## src/rtl/calculation_unit_exponent_normalizer_pkg.sv

```systemverilog
// Shared calculation-unit types and exponent constants used by the exponent normalizer slice.
package calculation;

  typedef enum logic [2:0] {
    CALC_ADD  = 3'd0,
    CALC_SUB  = 3'd1,
    CALC_MUL  = 3'd2,
    CALC_DIV  = 3'd3,
    CALC_SQRT = 3'd4
  } calculation_select;

  localparam int EXPONENT_MAX          = 255;
  localparam int EXPONENT_ADJUST_WIDTH = 11;

endpackage

```

## src/rtl/calculation_unit_exponent_normalizer_classifier.sv

```systemverilog
// Combinational classification of the adjusted exponent into final exponent, range flags and denormal shift.
// Build macro CALCULATION_UNIT_FLUSH_TO_ZERO_EN flushes tiny results to zero instead of denormalising.
module calculation_unit_exponent_classifier
  import calculation::*;
#(
  parameter int DENORMAL_SHIFT_MAX = 26
) (
  input  logic signed [EXPONENT_ADJUST_WIDTH-1:0] adjusted,
  output logic [7:0]                              exponent,
  output logic                                    overflow,
  output logic                                    underflow,
  output logic [4:0]                              denormal_shift,
  output logic                                    zero_flush
);

  localparam logic signed [11:0] EXP_MAX_S = 12'(EXPONENT_MAX);

  logic signed [11:0] adjusted_wide_s;

  // One extra bit keeps 1 - adjusted from wrapping at the most negative input.
  assign adjusted_wide_s = {adjusted[EXPONENT_ADJUST_WIDTH-1], adjusted};

`ifndef CALCULATION_UNIT_FLUSH_TO_ZERO_EN
  localparam logic signed [11:0] SHIFT_MAX_S = 12'(DENORMAL_SHIFT_MAX);
  logic signed [11:0] tiny_shift_s;
  assign tiny_shift_s = 12'sd1 - adjusted_wide_s;
`endif

  // Range classification: saturate high, denormalise or flush low, pass through otherwise.
  always_comb begin
    exponent       = 8'd0;
    overflow       = 1'b0;
    underflow      = 1'b0;
    denormal_shift = 5'd0;
    zero_flush     = 1'b0;
    if (adjusted_wide_s >= EXP_MAX_S) begin
      overflow = 1'b1;
      exponent = 8'(EXPONENT_MAX);
    end else if (adjusted_wide_s <= 12'sd0) begin
      underflow = 1'b1;
`ifdef CALCULATION_UNIT_FLUSH_TO_ZERO_EN
      zero_flush = 1'b1;
`else
      if (tiny_shift_s > SHIFT_MAX_S) begin
        denormal_shift = 5'(DENORMAL_SHIFT_MAX);
      end else begin
        denormal_shift = tiny_shift_s[4:0];
      end
`endif
    end else begin
      exponent = adjusted_wide_s[7:0];
    end
  end

endmodule

```

## src/rtl/calculation_unit_exponent_normalizer.sv

```systemverilog
// Two-stage valid/ready pipeline: stage 1 applies mantissa normalisation to the exponent, stage 2 registers its classification.
// Build macro CALCULATION_UNIT_FLUSH_TO_ZERO_EN selects flush-to-zero for tiny results.
module calculation_unit_exponent_normalizer #(
  parameter int DENORMAL_SHIFT_MAX = 26
) (
  input  logic                          clk,
  input  logic                          reset_n,
  input  logic                          valid_in,
  output logic                          ready_out,
  input  calculation::calculation_select calculation_select,
  input  logic [9:0]                    calculated_exponent,
  input  logic                          mantissa_carry,
  input  logic [4:0]                    mantissa_shift,
  output logic                          valid_out,
  input  logic                          ready_in,
  output calculation::calculation_select calculation_select_out,
  output logic [7:0]                    normalized_exponent,
  output logic                          overflow,
  output logic                          underflow,
  output logic [4:0]                    denormal_shift,
  output logic                          zero_flush
);

  localparam int AW = calculation::EXPONENT_ADJUST_WIDTH;

  logic                           s1_valid_r;
  logic signed [AW-1:0]           s1_adjusted_r;
  calculation::calculation_select s1_select_r;
  logic signed [AW-1:0]           adjusted_s;
  logic                           s1_advance_s;
  logic                           s2_advance_s;
  logic [7:0]                     cls_exponent_s;
  logic                           cls_overflow_s;
  logic                           cls_underflow_s;
  logic [4:0]                     cls_denormal_shift_s;
  logic                           cls_zero_flush_s;

  assign s2_advance_s = ~valid_out | ready_in;
  assign s1_advance_s = ~s1_valid_r | s2_advance_s;
  assign ready_out    = s1_advance_s;

  // Sign-extended sum is wide enough that no input combination wraps.
  assign adjusted_s = {calculated_exponent[9], calculated_exponent}
                    + {10'd0, mantissa_carry}
                    - {6'd0, mantissa_shift};

  // Stage 1: capture the adjusted exponent and operation tag.
  always_ff @(posedge clk or negedge reset_n) begin
    if (!reset_n) begin
      s1_valid_r    <= 1'b0;
      s1_adjusted_r <= '0;
      s1_select_r   <= calculation::CALC_ADD;
    end else if (s1_advance_s) begin
      s1_valid_r    <= valid_in;
      s1_adjusted_r <= adjusted_s;
      s1_select_r   <= calculation_select;
    end
  end

  calculation_unit_exponent_classifier #(
    .DENORMAL_SHIFT_MAX(DENORMAL_SHIFT_MAX)
  ) u_classifier (
    .adjusted      (s1_adjusted_r),
    .exponent      (cls_exponent_s),
    .overflow      (cls_overflow_s),
    .underflow     (cls_underflow_s),
    .denormal_shift(cls_denormal_shift_s),
    .zero_flush    (cls_zero_flush_s)
  );

  // Stage 2: registered result; holds while the consumer stalls.
  always_ff @(posedge clk or negedge reset_n) begin
    if (!reset_n) begin
      valid_out              <= 1'b0;
      calculation_select_out <= calculation::CALC_ADD;
      normalized_exponent    <= 8'd0;
      overflow               <= 1'b0;
      underflow              <= 1'b0;
      denormal_shift         <= 5'd0;
      zero_flush             <= 1'b0;
    end else if (s2_advance_s) begin
      valid_out              <= s1_valid_r;
      calculation_select_out <= s1_select_r;
      normalized_exponent    <= cls_exponent_s;
      overflow               <= cls_overflow_s;
      underflow              <= cls_underflow_s;
      denormal_shift         <= cls_denormal_shift_s;
      zero_flush             <= cls_zero_flush_s;
    end
  end

endmodule

```

## config.mk

```make
export PLATFORM = sky130hd
export DESIGN_NAME = calculation_unit_exponent_normalizer
export DESIGN_NICKNAME = d
export VERILOG_FILES = /design/src/rtl/calculation_unit_exponent_normalizer_pkg.sv /design/src/rtl/calculation_unit_exponent_normalizer_classifier.sv /design/src/rtl/calculation_unit_exponent_normalizer.sv
export SDC_FILE = /design/constraint.sdc
export NUM_CORES = 1
export LEC_CHECK = 0
export ABC_AREA = 1
export BUFFER_PORTS_ARGS = -buffer_cell sky130_fd_sc_hd__buf_2
export CORE_MARGIN = 1.5
export CORE_UTILIZATION = 49
export CTS_BUF_LIST = sky130_fd_sc_hd__clkbuf_8 sky130_fd_sc_hd__clkbuf_16
export CTS_CLUSTER_DIAMETER = 200
export DETAILED_ROUTE_END_ITERATION = 10
export GPL_TIMING_DRIVEN = 0
export PLACE_DENSITY = 0.73
export SYNTH_ARGS = -nofsm -noshare
export SYNTH_HDL_FRONTEND = slang
export SYNTH_SLANG_ARGS = --single-unit
```

## constraint.sdc

```tcl
create_clock -name clk -period 4.5 [get_ports clk]
set_input_delay 0.9 -clock clk [delete_from_list [all_inputs] [get_ports clk]]
set_output_delay 0.9 -clock clk [all_outputs]
set_load 0.005 [all_outputs]
```

[Yosys cells after proc, flatten, opt, wreduce, memory -nomap -nowiden]
Cells that the tools add are included.
Storage, ports and cells
  flip-flop bits (word level): 34
  word-level logic and storage cells: 27
  output and inout port bits: 21
Operators by class
  bitwise operators: 4
  add/subtract/negate cells: 3
  muxes and demuxes: 8
  $lt $le $gt $ge: 3
Operators by type and width (count)
  $mux W8: 2
  $mux W5: 3
  $gt A12 B6 Y1 const B: 1
  $sub A2 B11 Y12 const A: 1
  $add A10 B2 Y11: 1
  $ge A11 B9 Y1 const B: 1
  $le A11 B1 Y1 const B: 1
  $sub A11 B5 Y11: 1
  $mux W1: 3
  $not A1 Y1: 2
  $or A1 B1 Y1: 2

[Logic depth before layout (Yosys ltp)]
  depth after elaboration: 5
  mapped depth: 12
  depth with buffers taken out: 12

[By module]
From an unflattened synthesis, not the netlist that was laid out.
Unflattened totals
  cells, all modules: 327
  area, all modules: 2309.7 µm²
By module, submodules not included
  calculation_unit_exponent_normalizer: seq. area each 875.8 µm², area an instance 1914.3 µm², instances 1, cells each 246
  calculation_unit_exponent_classifier: seq. area each 0.0 µm², area an instance 395.4 µm², instances 1, cells each 81

[Least setup slack after synthesis]
OpenSTA, ideal clock, no wires.
  kind: input to register
  from: in mantissa_carry
  to: reg s1_adjusted_r[8]
  arrival: 2.467 ns
  required time: 4.382 ns
  path slack: 1.915 ns
  buffers on the path: 0
  stages on the path: 12
  cells stage by stage: inv_1 -> ha_1 -> inv_1 -> ha_1 -> inv_1 -> fa_1 -> o21ai_0 -> nand4_1 -> nand2_1 -> nand2_1 -> nand3_1 -> nand2_1
On the way
  cells in the longest elaborated chain, start to end: 2
Ends and longest elaborated chain
  start, declared: line calculation_unit_exponent_normalizer.sv:12  | input logic mantissa_carry,
  $add A10 B2 Y11: line calculation_unit_exponent_normalizer.sv:44  | + {10'd0, mantissa_carry}
  $sub A11 B5 Y11: line calculation_unit_exponent_normalizer.sv:45  | - {6'd0, mantissa_shift};
  end signal, assigned: line calculation_unit_exponent_normalizer.sv:55  | s1_adjusted_r <= adjusted_s;
  end, declared: line calculation_unit_exponent_normalizer.sv:27  | logic signed [AW-1:0] s1_adjusted_r;
No other way between the ends.
A chain may end at the register's enable or synchronous reset.

[Worst setup path in the final report]
  from: in ready_in
  to: out ready_out
On the way
  cells in the longest elaborated chain, start to end: 2
Ends and longest elaborated chain
  start, declared: line calculation_unit_exponent_normalizer.sv:15  | input logic ready_in,
  $or A1 B1 Y1: line calculation_unit_exponent_normalizer.sv:38  | assign s2_advance_s = ~valid_out | ready_in;
  $or A1 B1 Y1: line calculation_unit_exponent_normalizer.sv:39  | assign s1_advance_s = ~s1_valid_r | s2_advance_s;
  end, declared: line calculation_unit_exponent_normalizer.sv:9  | output logic ready_out,
No other way between the ends.

==> flow_metrics.env <==
export IMPL_start_kind="input port"
export IMPL_hpwl_um=3483
export IMPL_outcome="complete, no violations"
export IMPL_cts_buffers_inserted=5
export IMPL_final_common_cell="nand2_1"
export IMPL_fillerInstances=402
export IMPL_worstReg2RegEnd="denormal_shift[4]"
export IMPL_vias=1898
export IMPL_nets=379
export IMPL_synth_edf_count=0
export IMPL_core_area_um2=4086
export IMPL_rows=23
export IMPL_grt_busiest_layer="met2"
export IMPL_viasPerCell=4.904
export IMPL_slew_headroom_pct=51.35
export IMPL_worst_r2r_setup_slack_ps=2680
export IMPL_insertion_delay_ps=280
export IMPL_dr_pass1_iters=4
export IMPL_gp_routability_congestion=0.8483
export IMPL_ir_drop_v=0.0001530
export IMPL_hold_path_cell_count=2
export IMPL_use_met3_pct=4.383
export IMPL_ys_warn_count=0
export IMPL_port_buffers=42
export IMPL_yosysSeqAreaShare_pct=40.05
export IMPL_fp_dieW_um=68.85
export IMPL_grt_pass1_wl_um=7521
export IMPL_synth_cells=288
export IMPL_max_freq_mhz=350.5
export IMPL_hold_violations=0
export IMPL_htree_levels=2
export IMPL_cts_reportedPaths_clkPinSlew_ps=60
export IMPL_clock_sinks=34
export IMPL_drv_slew=0
export IMPL_ys_ff_latch=34
export IMPL_clock_skew_ps=4.823
export IMPL_syn_area_per_cell_um2=7.377
export IMPL_tightest_slew_ps=729.8
export IMPL_syn2layout_area_growth_pct=18.14
export IMPL_max_stage_delay_ps=220
export IMPL_drive_above_1_share_pct=18.10
export IMPL_synthesis_nets=330
export IMPL_ctsResizeCount=0
export IMPL_worstHoldStart="s1_valid_r"
export IMPL_critPathMaxFanout=10
export IMPL_crit_arrival_ps=1950
export IMPL_final_antenna_net_count=0
export IMPL_critPathKind="in -> out"
export IMPL_synth_distinct_cells=27
export IMPL_cts_setup_buffers=0
export IMPL_grt_pass1_vias=1831
export IMPL_worstPathCellList="buf_2 -> nor2_1 -> inv_1 -> nor2_1 -> inv_1 -> clkbuf_1 -> buf_2"
export IMPL_final_cells=387
export IMPL_cap_violations=0
export IMPL_synthFlopType="dfrtp_1"
export IMPL_r2r_cells=11
export IMPL_power_density_nw_per_um2=399.2
export IMPL_register_area_um2=850.8
export IMPL_path_buf_inv=5
export IMPL_antenna_found_initial=0
export IMPL_die_area_um2=4740
export IMPL_drt_wl_total_um=4375
export IMPL_cp_slowest_cell="clkbuf_1"
export IMPL_post_route_period_util_pct=63.40
export IMPL_layout_common_cells="97 x nand2_1, 46 x buf_2, 42 x inv_1, 34 x dfrtp_1, 24 x nand3_1"
export IMPL_rsz0062_at_grt="no"
export IMPL_start_util_pct=51.99
export IMPL_grt_total_usage_pct=21.18
export IMPL_wl_per_cell_um=11.30
export IMPL_die_h_um=68.85
export IMPL_leakage_uw=0.001449
export IMPL_critical_path_top_delay_family="buffers and inverters"
export IMPL_required_ps=3600
export IMPL_cts_root_buf="clkbuf_8"
export IMPL_cts_hold_buf=0
export IMPL_cts_tree="yes"
export IMPL_setup_viol=0
export IMPL_cts_buffer_depth=2
export IMPL_grt_max_degree=35
export IMPL_multiInputGateArea_um2=1070
export IMPL_dr_first_iter_drc_count=85
export IMPL_netlist_area_um2=2125
export IMPL_r2r_start="s1_adjusted_r[1]"
export IMPL_hold_path_class="reg -> reg"
export IMPL_fin_tns_setup_ps=0
export IMPL_use_met2_pct=39.06
export IMPL_cp_end_kind="output pin"
export IMPL_drc=0
export IMPL_hold_end="valid_out"
export IMPL_final_min_clock_period_ps=2853
export IMPL_use_met1_pct=24.34
export IMPL_overflow=0
export IMPL_antenna_cells=0
export IMPL_ios=44
export IMPL_dp_cells=380
export IMPL_synthArstFlopShare_pct=100.0
-- sequential cells by signal, summed over array words and instances (netlist names) --
signal                  flops
valid_out                   1
s1_select_r                 3
calculation_select_out      3
overflow                    1
s1_adjusted_r              11
s1_valid_r                  1
underflow                   1
denormal_shift              5
normalized_exponent         8
-- cell families after synthesis --
group / synth area share [%]
simple gates: 30.09
buf+inv: 9.599
fa+ha+maj: 11.54
other cells: 0.1765
xor+xnor: 0.4123
flops: 40.05
compound gates: 8.127
-- power by group --
| part | leakage [µW] | internal [µW] | switching (µW) |
|---|---|---|---|
| Combinational | 0.000984 | 126 | 178 |
| Clock | 0.0000573 | 177 | 103 |
| Sequential | 0.000408 | 372 | 46.8 |
-- per-stage QoR --
step	setup slack [ps]	cell area (µm²)	hold slack [ps]	utilization [%]	total power, µW
floorplan	1915	2125	422.9	-	618.9
global placement	1645	2397	428.8	58.67	724.6
detailed placement	1613	2397	440.3	58.67	730.7
CTS	1638	2510	456.8	61.42	1013
global route	1516	2510	474.9	61.42	1090
finish	1647	2510	453.5	61.42	1002
-- Yosys cell counts, drive strengths merged (2+ instances only) --
| cell type | instances | share of area [%] |
|---|---|---|
| nand3 | 25 | 6.1 |
| a31oi | 2 | 0.59 |
| ha | 18 | 11 |
| nand2 | 97 | 17 |
| a21oi | 7 | 1.6 |
| nor3 | 3 | 0.71 |
| nand4 | 6 | 1.8 |
| dfrtp | 34 | 40 |
| o21ai | 14 | 3.5 |
| inv | 43 | 7.6 |
| nor2 | 18 | 3.2 |
| o21bai | 3 | 1.1 |
| o22ai | 2 | 0.59 |
| buf | 6 | 1.8 |
| or2 | 3 | 0.88 |
-- per-layer routing --
layer  wire, µm  vias up
met1       2054      840
met4         65        0
met2       2108       43
li1           -     1011
met3        146        4
met5          0        -
-- worst max path at each step --
stage	endpoint	startpoint	depth (start not counted)	slack, ps
floorplan	s1_adjusted_r[8]	mantissa_carry	12	1920
global placement	ready_out	ready_in	7	1640
detailed placement	s1_adjusted_r[8]	mantissa_carry	13	1610
CTS	ready_out	ready_in	7	1640
global route	ready_out	ready_in	7	1520
finish	ready_out	ready_in	7	1650
-- cell type report --
| type | instances | share of cell area (%) |
|---|---|---|
| multi-input combinational | 204 | 42.62 |
| sequential | 34 | 33.90 |
| timing repair buffer | 42 | 8.375 |
| inverter | 43 | 6.431 |
| clock buffer | 6 | 3.290 |
| tap | 50 | 2.493 |
| buffer | 7 | 1.695 |
| clock inverter | 1 | 1.196 |
-- worst min-delay path, cell delays in order, from the launching register on --
cell and delay (ps):
dfrtp_1 320, inv_1 40, nand2_1 50
Power figures use the tool's default switching activity.
